`config.mk`:
```
export PLATFORM = sky130hd
export DESIGN_NAME = cntr_change_fifo
export DESIGN_NICKNAME = d
export VERILOG_FILES = /design/src/rtl/cntr_change_fifo.sv
export SDC_FILE = /design/constraint.sdc
export NUM_CORES = 1
export LEC_CHECK = 0
export CORE_MARGIN = 1.5
export CORE_UTILIZATION = 50
export CTS_CLUSTER_SIZE = 12
export DETAILED_ROUTE_END_ITERATION = 8
export GPL_ROUTABILITY_DRIVEN = 0
export HOLD_SLACK_MARGIN = 0.1
export PLACE_DENSITY = 0.72
export SYNTH_ARGS = -nofsm -noshare
export SYNTH_HDL_FRONTEND = slang
export SYNTH_SLANG_ARGS = --single-unit
```
`constraint.sdc`:
```
create_clock -name clk -period 4.9 [get_ports clk]
set_input_delay 0.735 -clock clk [delete_from_list [all_inputs] [get_ports clk]]
set_output_delay 0.735 -clock clk [all_outputs]
set_load 0.02 [all_outputs]
```
`src/rtl/cntr_change_fifo.sv`:
```
// Change monitor for the load/increment counter: every new value of q is queued
// with a wrap flag and drained to a consumer over a valid/ready handshake.
module cntr_change_fifo #(
  parameter int WIDTH = 8,
  parameter int DEPTH = 4
) (
  input  logic                       clk,
  input  logic                       rst,
  input  logic [WIDTH-1:0]           q,
  output logic [WIDTH-1:0]           out_data,
  output logic                       out_wrap,
  output logic                       out_valid,
  input  logic                       out_ready,
  output logic [$clog2(DEPTH+1)-1:0] count,
  output logic                       overflow
);

  localparam int AW = $clog2(DEPTH);
  localparam int CW = $clog2(DEPTH+1);
  localparam logic [CW-1:0] FULL_CNT = CW'(DEPTH);

  logic [WIDTH-1:0] q_prev;
  logic             primed;
  logic [WIDTH:0]   mem [DEPTH];
  logic [AW-1:0]    wr_ptr;
  logic [AW-1:0]    rd_ptr;

  logic change;
  logic wrap;
  logic pop;
  logic push;
  logic drop;

  // Edge detect against the previous sample; the pop frees a slot for a same-edge push
  always_comb begin
    change = primed && (q != q_prev);
    wrap   = (q_prev == '1) && (q == '0);
    pop    = out_valid && out_ready;
    push   = change && ((count != FULL_CNT) || pop);
    drop   = change && (count == FULL_CNT) && !pop;
  end

  always_ff @(posedge clk) begin
    if (rst) begin
      q_prev   <= '0;
      primed   <= 1'b0;
      wr_ptr   <= '0;
      rd_ptr   <= '0;
      count    <= '0;
      overflow <= 1'b0;
    end else begin
      q_prev <= q;
      primed <= 1'b1;
      if (push) wr_ptr <= wr_ptr + AW'(1);
      if (pop)  rd_ptr <= rd_ptr + AW'(1);
      count <= count + CW'(push) - CW'(pop);
      if (drop) overflow <= 1'b1;
    end
  end

  // Storage carries no reset; emptiness masks stale contents at the output
  always_ff @(posedge clk) begin
    if (!rst && push) mem[wr_ptr] <= {wrap, q};
  end

  assign out_valid = (count != '0);
  assign out_data  = out_valid ? mem[rd_ptr][WIDTH-1:0] : '0;
  assign out_wrap  = out_valid ? mem[rd_ptr][WIDTH] : 1'b0;

endmodule
```
=== After elaboration in Yosys (flattened, before gate mapping) ===
Memory sizes are Yosys's and may differ from the RTL's. A register that Yosys moved wholly into a read port is not among the register bits.
Index checks and enable logic that the tools add are counted.

* Bits in registers: 17
* Memory bits (writable): 36
* Output and inout bits: 14
* Word-level logic and storage cells: 34
* Memories: 1

* $add $sub $neg: 4
* Eq/ne operators: 4
* Mux-type cells: 7
* Reduce and logical (&&, ||, !) cells: 12

{| class="wikitable"
|+ Memory list
! name !! words !! bits a word !! read ports !! clocked after memory_dff !! wr ports !! line !! source
|-
| mem || 4 || 9 || 1 || 1 || 1 || 24 || <nowiki>logic [WIDTH:0] mem [DEPTH];</nowiki>
|}

{| class="wikitable"
|+ Operator list
! cell !! number
|-
| 8-bit == test (second input constant) || 1
|-
| 8-bit zero test || 1
|-
| 8-bit 2-to-1 mux || 1
|-
| 8-bit inequality test || 1
|-
| 1-bit logical AND || 7
|-
| 2-bit by 1-bit adder with 2-bit output (second input constant) || 2
|-
| 1-bit 2-to-1 mux || 4
|-
| 2-bit 2-to-1 mux || 2
|-
| 3-bit by 1-bit adder with 3-bit output || 1
|-
| 3-bit == test (second input constant) || 1
|-
| 3-bit inequality test (second input constant) || 1
|-
| 3-bit nonzero test || 1
|-
| 3-bit by 1-bit subtractor with 3-bit output || 1
|-
| 1-bit zero test || 2
|-
| 1-bit logical OR || 1
|}

=== Longest topological paths before layout ===
Gate-level depths: netlist (run 1).

* Depth after elaboration: 7
* Mapped depth: 10
* Gate-level depth less buffers: 10

=== Least setup slack after synthesis (run 1) ===
No wires, ideal clock.

* Path kind: input to register
* Start point: input q[3]
* End point: register count[2]
* Arrival time: 2393 ps
* Setup slack: 2380 ps
* Stages on the path: 10
* Buffers on the path: 0
* Cell sequence: xnor2_1 nand4_1 o21ai_0 mux2i_1 ha_1 inv_1 fa_1 xor2_1 xnor2_1 nor2_1

* Word-level cells in the longest chain between the ends: 5

{| class="wikitable"
|+ RTL lines
! item !! line !! source
|-
| start, declared || 9 || <nowiki>input logic [WIDTH-1:0] q,</nowiki>
|-
| 8-bit inequality test || 36 || <nowiki>change = primed && (q != q_prev);</nowiki>
|-
| 1-bit logical AND || 36 ||
|-
| 1-bit logical AND || 39 || <nowiki>push = change && ((count != FULL_CNT) || pop);</nowiki>
|-
| 3-bit by 1-bit adder with 3-bit output || 56 || <nowiki>count <= count + CW'(push) - CW'(pop);</nowiki>
|-
| 3-bit by 1-bit subtractor with 3-bit output || 56 ||
|-
| end signal, assigned || 56 ||
|-
| end, declared || 14 || <nowiki>output logic [$clog2(DEPTH+1)-1:0] count,</nowiki>
|}

Every way passes these cells.
A chain may end at the register's enable or synchronous reset.

==> reports/metrics.yaml, run 1 <==
sta:
  maxSlewViolCount: 0
  slew-limit-headroom_pct: 54.59
  skew_ns: 0.007926
  period_needed_ns: 3.093
  fin_crit_sh_pct: 63.13
  hold_violations: 0
  finalSetupViolations: 0
  fin_tns_setup_ns: 0
  tightestPinTransition_ns: 0.6790
  whs_ns: 0.4815
  fmax_mhz: 323.3
  rsz0062_at_grt: "false"
logic_synthesis:
  syn_nets: 159
  yosysSeqAreaShare_pct: 65.43
  ys.flop_type: "edfxtp_1"
  yosys.area.top_type: "edfxtp_1"
  synth_cells: 142
  ys_ff_latch: 55
  yosysMostFrequentCell: "edfxtp_1"
  ys_types: 26
  synth_edf_count: 36
  synth_top_cell_area_share_pct: 48.40
  avgSynthCellArea_sq_um: 15.73
  yosys-top-cells-area: "edfxtp_1, dfxtp_1, mux4_2, xnor2_1, ha_1"
  synth_commonest_cells: "edfxtp_1, dfxtp_1, nor2b_1"
  syn_area_sq_um: 2233
  synthArstFlopShare_pct: 0
  ys_warn_count: 0
clock_tree:
  cts_max_level: 2
  clkTransAtPathRegs_ns: 0.09
  ctsResizeCount: 0
  cts_hold_buffers: 0
  clk_latency_ns: 0.30
  post_cts_buffers: 0
  cts.sinks: 55
  clockBufferDepth: 2
  cts_root_buffer: "clkbuf_8"
  cts_tree: "built"
  cts-buffers-inserted: 5
setup_path:
  required_ns: 4.16
  endpoint_kind: "output pin"
  cp_max_fo: 9
  critPathArrivalTime_ns: 2.36
  critPathSlowestCell: "dfxtp_1"
  crit_chain: "mux4_2, and2_1, clkdlybuf4s50_1"
  slowest_delay_ns: 0.76
  startpoint_type: "register"
  crit_type: "reg2out"
detailed_routing:
  ant_nets: 0
  routed_wirelength_microns: 3651
  wl_per_cell_microns: 16.52
  firstDrtPassIters: 4
  vias: 1179
  drcViolationCount: 0
  via_per_inst: 5.335
  drtIter0Drc: 59
place:
  portBuffers: 24
  dp.cells: 213
  dp_hpwl_microns: 2430
cells_and_area:
  drive_gt1_share_pct: 14.20
  antenna_cells: 0
  area_growth_syn_to_layout_pct: 17.03
  final_core_util_pct: 60.45
  final_nets: 185
  final_cells: 221
floorplan:
  rows: 24
  core_area_sq_um: 4324
  start_util_pct: 51.65
  pin_count: 25
  fp.dieW_microns: 69.84
  die_h_microns: 69.84
  dieArea_sq_um: 4877
grt:
  grt_pass1_vias: 1207
  grt_max_degree: 19
  track_usage_pct: 16.19
  grt.overflow.total: 0
  grt_pass1_wl_microns: 5947
  antenna_found_initial: 0
power:
  leakagePower_nw: 0.8933
  power.density_nw_per_um2: 480.5
  peakVddDrop_v: 0.0003041
run:
  drv_cap: 0
hold_path:
  hp-class: "reg2reg"
run_status:
  run_status: "completed"
[final timing paths]
check,to,slack (ns),depth (start not counted),startpoint
max,out_data[3],1.81,3,register
min,overflow$_SDFFE_PP0P_,0.48,2,overflow$_SDFFE_PP0P_
max reg2reg,count[2]$_SDFF_PP0_,2.42,10,count[1]$_SDFF_PP0_
min reg2reg,overflow$_SDFFE_PP0P_,0.48,2,overflow$_SDFFE_PP0P_
[placed cells by master, fill, tap and decap left out, types with 2 or more instances in the layout]
master	n
and2_1	9
and3_2	4
clkbuf_8	6
clkdlybuf4s50_1	24
dfxtp_1	19
edfxtp_1	36
ha_1	5
inv_1	4
mux2i_1	2
mux4_2	9
nand2_1	5
nand4_1	2
nor2_1	7
nor2b_1	10
nor4bb_1	4
xnor2_1	9
xor2_1	3
[layer usage]
layer | vias to the layer above | routed length [microns] | GRT usage [%] | share of wire [%]
met5 | - | 0 | 0 | 0
met4 | 0 | 103 | 6.624 | 2.8
met3 | 10 | 127 | 4.360 | 3.5
met2 | 26 | 1849 | 26.67 | 51
met1 | 572 | 1570 | 20.36 | 43
li1 | 571 | - | - | -
[area by class of cell]
type / instances / area, sq um
Fill cell: 349 / 1710
Timing Repair Buffer: 24 / 240.2
Clock inverter: 1 / 8.758
Tap cell: 52 / 65.06
Clock buffer: 7 / 86.33
Multi-Input combinational cell: 78 / 737.0
Inverter: 4 / 15.01
Sequential cell: 55 / 1461
[state kept, by name (all words and copies together) (netlist names), named ones only]
signal    flops
rd_ptr        2
overflow      1
q_prev        8
count         3
primed        1
mem          36
wr_ptr        2
[critical path: cells and delay by family (launching register included)]
kind	cells	cell delay, ns
AND/OR/NAND/NOR	1	0.17
multiplexers	1	0.59
flip-flops	1	0.76
buffers and inverters	1	0.53
[stage by stage]
step / area (sq um) / setup WS (ns) / power, mW
floorplan: 2233 / 2.380 / 0.8480
detailed placement: 2519 / 1.524 / 1.022
global placement: 2519 / 1.594 / 1.011
global route: 2614 / 1.600 / 1.319
CTS: 2614 / 1.748 / 1.267
finish: 2614 / 1.807 / 1.256
[cells by family (layout without fill, tap and decap cells)]
kind of cell	after synthesis	count (layout)	synth area share (%)
adders and majority gates	6	6	3.698
buffers and inverters	9	36	1.568
DFF	55	55	65.43
xor gates and xnor gates	12	12	4.706
and+or+nand+nor	45	45	12.61
AOI/OAI and AO/OA	3	3	1.345
muxes	12	12	10.64
[report_power, final]
| group | internal (mW) | switching (mW) | leakage, nW |
|---|---|---|---|
| registers | 0.535 | 0.0506 | 0.481 |
| clock network | 0.116 | 0.133 | 0.0484 |
| logic | 0.224 | 0.197 | 0.364 |
Power figures use the tool's default switching activity.
==> run 2, diff against run 1 <==
--- a/config.mk
+++ b/config.mk
@@ -6,12 +6,12 @@
 export NUM_CORES = 1
 export LEC_CHECK = 0
 export CORE_MARGIN = 1.5
-export CORE_UTILIZATION = 50
+export CORE_UTILIZATION = 49
 export CTS_CLUSTER_SIZE = 12
 export DETAILED_ROUTE_END_ITERATION = 8
 export GPL_ROUTABILITY_DRIVEN = 0
 export HOLD_SLACK_MARGIN = 0.1
-export PLACE_DENSITY = 0.72
+export PLACE_DENSITY = 0.74
 export SYNTH_ARGS = -nofsm -noshare
 export SYNTH_HDL_FRONTEND = slang
 export SYNTH_SLANG_ARGS = --single-unit
==> constraint.sdc (replaced) <==
create_clock -name clk -period 2.7 [get_ports clk]
set_input_delay 0.405 -clock clk [delete_from_list [all_inputs] [get_ports clk]]
set_output_delay 0.405 -clock clk [all_outputs]
set_load 0.02 [all_outputs]
==> run 2 against run 1 <==
- global-route usage rose by 1.8 points
- clock power rose by 70%
- clock skew fell by 0.0030 ns
- via count rose by 6.3%
- wire length rose by 11%
- final area rose by 3.5%
- sequential share of layout area fell by 1.9 points
- register-to-register slack got worse by 2.0 ns
- non-clock buffer count rose by 14
- count of clock-buffer cells in the layout did not move
- first-iteration DRC count fell by 36%
- die area rose by 1.9%
- critical path type is now in2reg
- critical endpoint is now count[2]$_SDFF_PP0_
==> reports/metrics.yaml, run 2 (synthesis results as in run 1) <==
run_status:
  run_status: "completed"  # unchanged
sta:
  whs_ns: 0.4742  # was 0.4815 ns
  slew-limit-headroom_pct: 69.63  # was 54.59%
  maxSlewViolCount: 0  # unchanged
  rsz0062_at_grt: "false"  # unchanged
  fin_crit_sh_pct: 92.67
  period_needed_ns: 2.502
  tightestPinTransition_ns: 0.4550  # was 0.6790 ns
  fmax_mhz: 399.7
  skew_ns: 0.004949  # was 0.007926 ns
  finalSetupViolations: 0  # unchanged
  hold_violations: 0  # unchanged
clock_tree:
  clkTransAtPathRegs_ns: 0.09  # about the same
  clk_latency_ns: 0.30  # about the same
  cts_root_buffer: "clkbuf_8"  # unchanged
  post_cts_buffers: 0  # unchanged
  cts-buffers-inserted: 5  # unchanged
  cts_tree: "built"  # unchanged
  clockBufferDepth: 2  # unchanged
  cts.sinks: 55  # unchanged
  cts_max_level: 2  # unchanged
floorplan:
  fp.dieW_microns: 70.51  # was 69.84 microns
  rows: 24  # unchanged
  dieArea_sq_um: 4972  # was 4877 sq um
  pin_count: 25  # unchanged
  die_h_microns: 70.51  # was 69.84 microns
  core_area_sq_um: 4384  # was 4324 sq um
  start_util_pct: 50.94  # was 51.65%
grt:
  use_met2_pct: 30.92  # was 26.67%
  antenna_found_initial: 0  # unchanged
  grt_use_met1_pct: 20.84  # was 20.36%
  grt_busiest_layer: "met2"  # unchanged
  grt_max_degree: 18  # was 19
  track_usage_pct: 18.02  # was 16.19%
  grt_pass1_vias: 1400  # was 1207
  use_met3_pct: 5.051  # was 4.360%
  grt.overflow.total: 0  # unchanged
  grt_pass1_wl_microns: 6582  # was 5947 microns
cells_and_area:
  final_cell_mix: "edfxtp_1, clkdlybuf4s50_1, dfxtp_1, buf_4, nor2b_1"  # was edfxtp_1, clkdlybuf4s50_1, dfxtp_1, nor2b_1
  area_growth_syn_to_layout_pct: 21.12  # was 17.03%
  largest-register: "mem"  # unchanged
  drive_gt1_share_pct: 20.22  # was 14.20%
  final_core_util_pct: 61.70  # was 60.45%
  largest_register_ffs: 36  # unchanged
  final_nets: 199  # was 185
  antenna_cells: 0  # unchanged
  top_regs: "mem: 36 flops, q_prev: 8 flops, count: 3 flops"  # unchanged
  final_common_cell: "edfxtp_1"  # unchanged
power:
  internal_power_mw: 1.596  # was 0.8746 mW
  p_sw_mw: 0.6967  # was 0.3813 mW
  p_sw_share_pct: 30.39  # was 30.36%
  seq_power_share_pct: 44.9  # was 46.6%
  leakagePower_nw: 0.9534  # was 0.8933 nW
  power.density_nw_per_um2: 847.5  # was 480.5 nW/um^2
  peakVddDrop_v: 0.0003041  # about the same
  pwr-share-clk_pct: 18.5  # was 19.8%
  total_power_mw: 2.292  # was 1.256 mW
  pwr-share-comb_pct: 36.6  # was 33.5%
place:
  portBuffers: 24  # unchanged
  dp_hpwl_microns: 2963  # was 2430 microns
detailed_routing:
  vias: 1253  # was 1179
  drcViolationCount: 0  # unchanged
  firstDrtPassIters: 4  # unchanged
  drtIter0Drc: 38  # was 59
  ant_nets: 0  # unchanged
  via_per_inst: 5.332  # was 5.335
  wl_per_cell_microns: 17.26  # was 16.52 microns
  routed_wirelength_microns: 4057  # was 3651 microns
setup_path:
  required_ns: 2.90  # was 4.16 ns
  endpoint_kind: "register"  # was output pin
  crit_type: "in2reg"  # was reg2out
  startpoint_type: "primary input"  # was register
  cp_max_fo: 2  # was 9
  reg2regPathDepth: 10  # unchanged
  reg2reg_slack_ns: 0.39  # was 2.42 ns
  critPathArrivalTime_ns: 2.70  # was 2.36 ns
  r2r-start: "count[1]$_SDFF_PP0_"  # unchanged
  r2r_end: "count[2]$_SDFF_PP0_"  # unchanged
hold_path:
  hp-class: "reg2reg"  # unchanged
  hp-start: "overflow$_SDFFE_PP0P_"  # unchanged
  hold_depth: 2  # unchanged
  holdPathEnd: "overflow$_SDFFE_PP0P_"  # unchanged
run:
  drv_cap: 0  # unchanged
-- run 2: stage by stage --
stage / cell area (sq um) / cells / TNS [ns] / setup WS [ns]
4_1_cts: 2705 / 235 / 0 / 0.1284
5_1_grt: 2705 / 235 / 0 / 0.03161
3_3_place_gp: 2624 / 227 / -0.08021 / -0.08021
3_5_place_dp: 2624 / 227 / -0.1780 / -0.1780
2_1_floorplan: 2233 / 142 / 0 / 0.4757
6_report: 2705 / 235 / 0 / 0.1979
-- run 2: routing by layer --
metal | vias up | part of all wire [%] | routed length, microns
li1 | 594 | - | -
met1 | 616 | 41 | 1670
met2 | 37 | 52 | 2126
met3 | 6 | 4.8 | 194
met4 | 0 | 1.6 | 65
met5 | - | 0 | 0
-- run 2: how the worst max path moves through the flow --
stage                        start             endpoint  slack [ns]
2_1_floorplan  count[1]$_SDFF_PP0_  count[2]$_SDFF_PP0_        0.48
3_3_place_gp                  q[6]  count[2]$_SDFF_PP0_       -0.08
3_5_place_dp                  q[6]  count[2]$_SDFF_PP0_       -0.18
4_1_cts                       q[6]  count[2]$_SDFF_PP0_        0.13
5_1_grt                       q[6]  count[2]$_SDFF_PP0_        0.03
6_report                      q[0]  count[2]$_SDFF_PP0_        0.20
-- run 2: worst max-delay path, cell delays in order --
cell and delay [ns]:
clkdlybuf4s50_1 0.47, xnor2_1 0.23, nand4_1 0.17, o21ai_1 0.23, mux2i_1 0.22, ha_1 0.17, inv_1 0.05, fa_1 0.37
xor2_1 0.18, xnor2_1 0.14, nor2_1 0.06
-- run 2: repair_timing --
| action | in CTS | in global routing |
|---|---|---|
| hold buffers | 0 | 0 |
| gates resized for setup | 0 | 1 |
| endpoints found under the setup margin | 0 | 1 |
-- run 2: power by group through the flow --
stage / sequential [mW] / combinational (mW) / clock (mW)
after floorplan: 1.05 / 0.488 / 0
after global placement: 1.04 / 0.831 / 0
after detailed placement: 1.05 / 0.854 / 0
after CTS: 1.03 / 0.856 / 0.430
after global routing: 1.04 / 0.911 / 0.463
final: 1.03 / 0.839 / 0.424
-- run 2: area by class of cell --
| cell class | count | area [sq um] |
|---|---|---|
| multi-input cells | 78 | 737.0 |
| inverters | 4 | 15.01 |
| clock buffers | 7 | 76.32 |
| repair buffers | 38 | 345.3 |
| fillers | 348 | 1679 |
| flip-flops and latches | 55 | 1461 |
| well taps | 52 | 65.06 |
| clock inverters | 1 | 5.005 |
==> run 3, diff against run 2 <==
--- a/config.mk
+++ b/config.mk
@@ -5,7 +5,7 @@
 export SDC_FILE = /design/constraint.sdc
 export NUM_CORES = 1
 export LEC_CHECK = 0
-export CORE_MARGIN = 1.5
+export CORE_MARGIN = 8
 export CORE_UTILIZATION = 49
 export CTS_CLUSTER_SIZE = 12
 export DETAILED_ROUTE_END_ITERATION = 8
==> run 3 against run 2 <==
- combinational power is essentially flat
- cell count is 1.3% lower
- critical path type unchanged
- highest routed layer unchanged
- critical path depth stayed put
- via count down 3.7%
- setup slack worse by 0.033 ns
- non-clock buffer count down 3
- critical endpoint unchanged
- largest power group unchanged
- sequential power barely moved
==> reports/metrics.yaml, run 3 (synthesis results as in run 1) <==
run_status:
  run_status: "completed"  # unchanged
grt:
  track_usage_pct: 12.04  # was 18.02%
  antenna_found_initial: 0  # unchanged
  grt_max_degree: 18  # unchanged
  grt_pass1_vias: 1317  # was 1400
  grt_pass1_wl_microns: 6617  # was 6582 microns
  grt.overflow.total: 0  # unchanged
setup_path:
  startpoint_type: "primary input"  # unchanged
  cp_num_cells: 11  # unchanged
  reg2regPathDepth: 10  # unchanged
  critPathSlowestCell: "clkdlybuf4s50_1"  # unchanged
  slowest_delay_ns: 0.61  # was 0.47 ns
  crit_type: "in2reg"  # unchanged
  cp_top_family: "buffers and inverters"  # was XOR/XNOR gates
  endpoint_kind: "register"  # unchanged
  reg2reg_slack_ns: 0.48  # was 0.39 ns
  crit_chain: "clkdlybuf4s50_1, xnor2_1, nand4_1, o21ai_1, mux2i_1, ha_1, inv_1, fa_1, xor2_1, xnor2_1, nor2_1"  # unchanged
  cp_num_buf_inv: 2  # unchanged
  r2r-start: "count[1]$_SDFF_PP0_"  # unchanged
  r2r_end: "count[2]$_SDFF_PP0_"  # unchanged
  required_ns: 2.90  # about the same
  critPathArrivalTime_ns: 2.73  # was 2.70 ns
  cp_max_fo: 7  # was 2
  crit_top_cell: "xnor2_1"  # unchanged
cells_and_area:
  final_common_cell: "edfxtp_1"  # unchanged
  finalInstanceArea_sq_um: 2696  # was 2705 sq um
  final_cells: 232  # was 235
  top_regs: "mem: 36 flops, q_prev: 8 flops, count: 3 flops"  # unchanged
  drive_gt1_share_pct: 19.44  # was 20.22%
  largest-register: "mem"  # unchanged
  area_growth_syn_to_layout_pct: 20.73  # was 21.12%
  final_cell_mix: "edfxtp_1, clkdlybuf4s50_1, dfxtp_1, buf_4, nor2b_1"  # unchanged
  final_nets: 196  # was 199
  largest_register_ffs: 36  # unchanged
  final_core_util_pct: 61.50  # was 61.70%
  antenna_cells: 0  # unchanged
floorplan:
  die_h_microns: 83.51  # was 70.51 microns
  start_util_pct: 50.94  # unchanged
  fp.dieW_microns: 83.51  # was 70.51 microns
  dieArea_sq_um: 6974  # was 4972 sq um
  pin_count: 25  # unchanged
  core_area_sq_um: 4384  # unchanged
  rows: 24  # unchanged
place:
  portBuffers: 24  # unchanged
  place_area_sq_um: 2601  # was 2624 sq um
  dp.cells: 224  # was 227
  dp_hpwl_microns: 2807  # was 2963 microns
detailed_routing:
  via_per_inst: 5.203  # was 5.332
  ant_nets: 0  # unchanged
  firstDrtPassIters: 4  # unchanged
  drcViolationCount: 0  # unchanged
  wl_per_cell_microns: 17.00  # was 17.26 microns
  dr_wl_met3_microns: 175  # was 194 microns
  dr_wl_met2_microns: 1930  # was 2126 microns
  vias: 1207  # was 1253
  routed_wirelength_microns: 3943  # was 4057 microns
  m1WireLength_microns: 1766  # was 1670 microns
  drtIter0Drc: 70  # was 38
  top_layer: "met4"  # unchanged
hold_path:
  hold_depth: 2  # unchanged
  holdPathEnd: "overflow$_SDFFE_PP0P_"  # unchanged
  hp-class: "reg2reg"  # unchanged
  hp-start: "overflow$_SDFFE_PP0P_"  # unchanged
clock_tree:
  clk_latency_ns: 0.31  # was 0.30 ns
  post_cts_buffers: 0  # unchanged
  clockBufferDepth: 2  # unchanged
  cts_root_buffer: "clkbuf_8"  # unchanged
  cts_tree: "built"  # unchanged
  clkTransAtPathRegs_ns: 0.08  # was 0.09 ns
  cts_max_level: 2  # unchanged
  cts.sinks: 55  # unchanged
  cts-buffers-inserted: 5  # unchanged
sta:
  fmax_mhz: 394.4  # was 399.7 MHz
  fin_tns_setup_ns: 0  # unchanged
  maxSlewViolCount: 0  # unchanged
  hold_violations: 0  # unchanged
  slew-limit-headroom_pct: 69.05  # was 69.63%
  finalSetupViolations: 0  # unchanged
  period_needed_ns: 2.536  # was 2.502 ns
  tightestPinTransition_ns: 0.4636  # was 0.4550 ns
  skew_ns: 0.005522  # was 0.004949 ns
  fin_crit_sh_pct: 93.91  # was 92.67%
  rsz0062_at_grt: "false"  # unchanged
power:
  peakVddDrop_v: 0.0003697  # was 0.0003041 V
  leakagePower_nw: 0.9458  # was 0.9534 nW
  power.density_nw_per_um2: 860.0  # was 847.5 nW/um^2
run:
  drv_cap: 0  # unchanged
-- run 3: cell count changes in the layout (fill, tap and decap cells not counted), sizes merged --
cell,change
buf,-3
-- run 3: layout make-up --
| cell class | instances | area, sq um |
|---|---|---|
| clock inverters | 1 | 8.758 |
| repair buffers | 35 | 322.8 |
| clock buffers | 7 | 86.33 |
| multi-input cells | 78 | 737.0 |
| inverters | 4 | 15.01 |
| fillers | 334 | 1688 |
| flip-flops and latches | 55 | 1461 |
| well taps | 52 | 65.06 |
-- run 3: worst max path at each step --
stage | end | from
CTS | count[2]$_SDFF_PP0_ | q[1]
global route | count[2]$_SDFF_PP0_ | q[1]
finish | count[2]$_SDFF_PP0_ | q[1]
floorplan | count[2]$_SDFF_PP0_ | count[1]$_SDFF_PP0_
detailed placement | count[2]$_SDFF_PP0_ | q[1]
global placement | count[2]$_SDFF_PP0_ | q[1]
-- run 3: repair_timing --
action / CTS / global route
hold buffers: 0 / 0
endpoints found under the setup margin: 0 / 1
gates resized for setup: 0 / 1
-- run 3: per-layer routing --
layer	GRT usage, %	vias up
li1	-	588
met1	13.20	592
met2	20.44	21
met3	4.590	6
met4	4.867	0
met5	0	-
-- run 3: report_power, final --
| group | switching [mW] | internal (mW) | leakage (nW) |
|---|---|---|---|
| logic | 0.398 | 0.438 | 0.417 |
| registers | 0.0545 | 0.971 | 0.481 |
| clock network | 0.247 | 0.210 | 0.0484 |
-- run 3: stage by stage --
stage / power, mW / worst slack (ns) / hold slack, ns
global route: 2.449 / 0.02165 / 0.5100
detailed placement: 1.899 / -0.2372 / 0.4518
global placement: 1.880 / -0.1440 / 0.4619
CTS: 2.352 / 0.08218 / 0.4728
finish: 2.319 / 0.1644 / 0.4711
floorplan: 1.539 / 0.4757 / 0.4677
-- run 3: worst min-delay path: cells and delay by family (launching register included) --
family             cells  cell delay, ns
DFF                    1            0.32
and+or+nand+nor        1            0.05
AOI/OAI and AO/OA      1            0.06
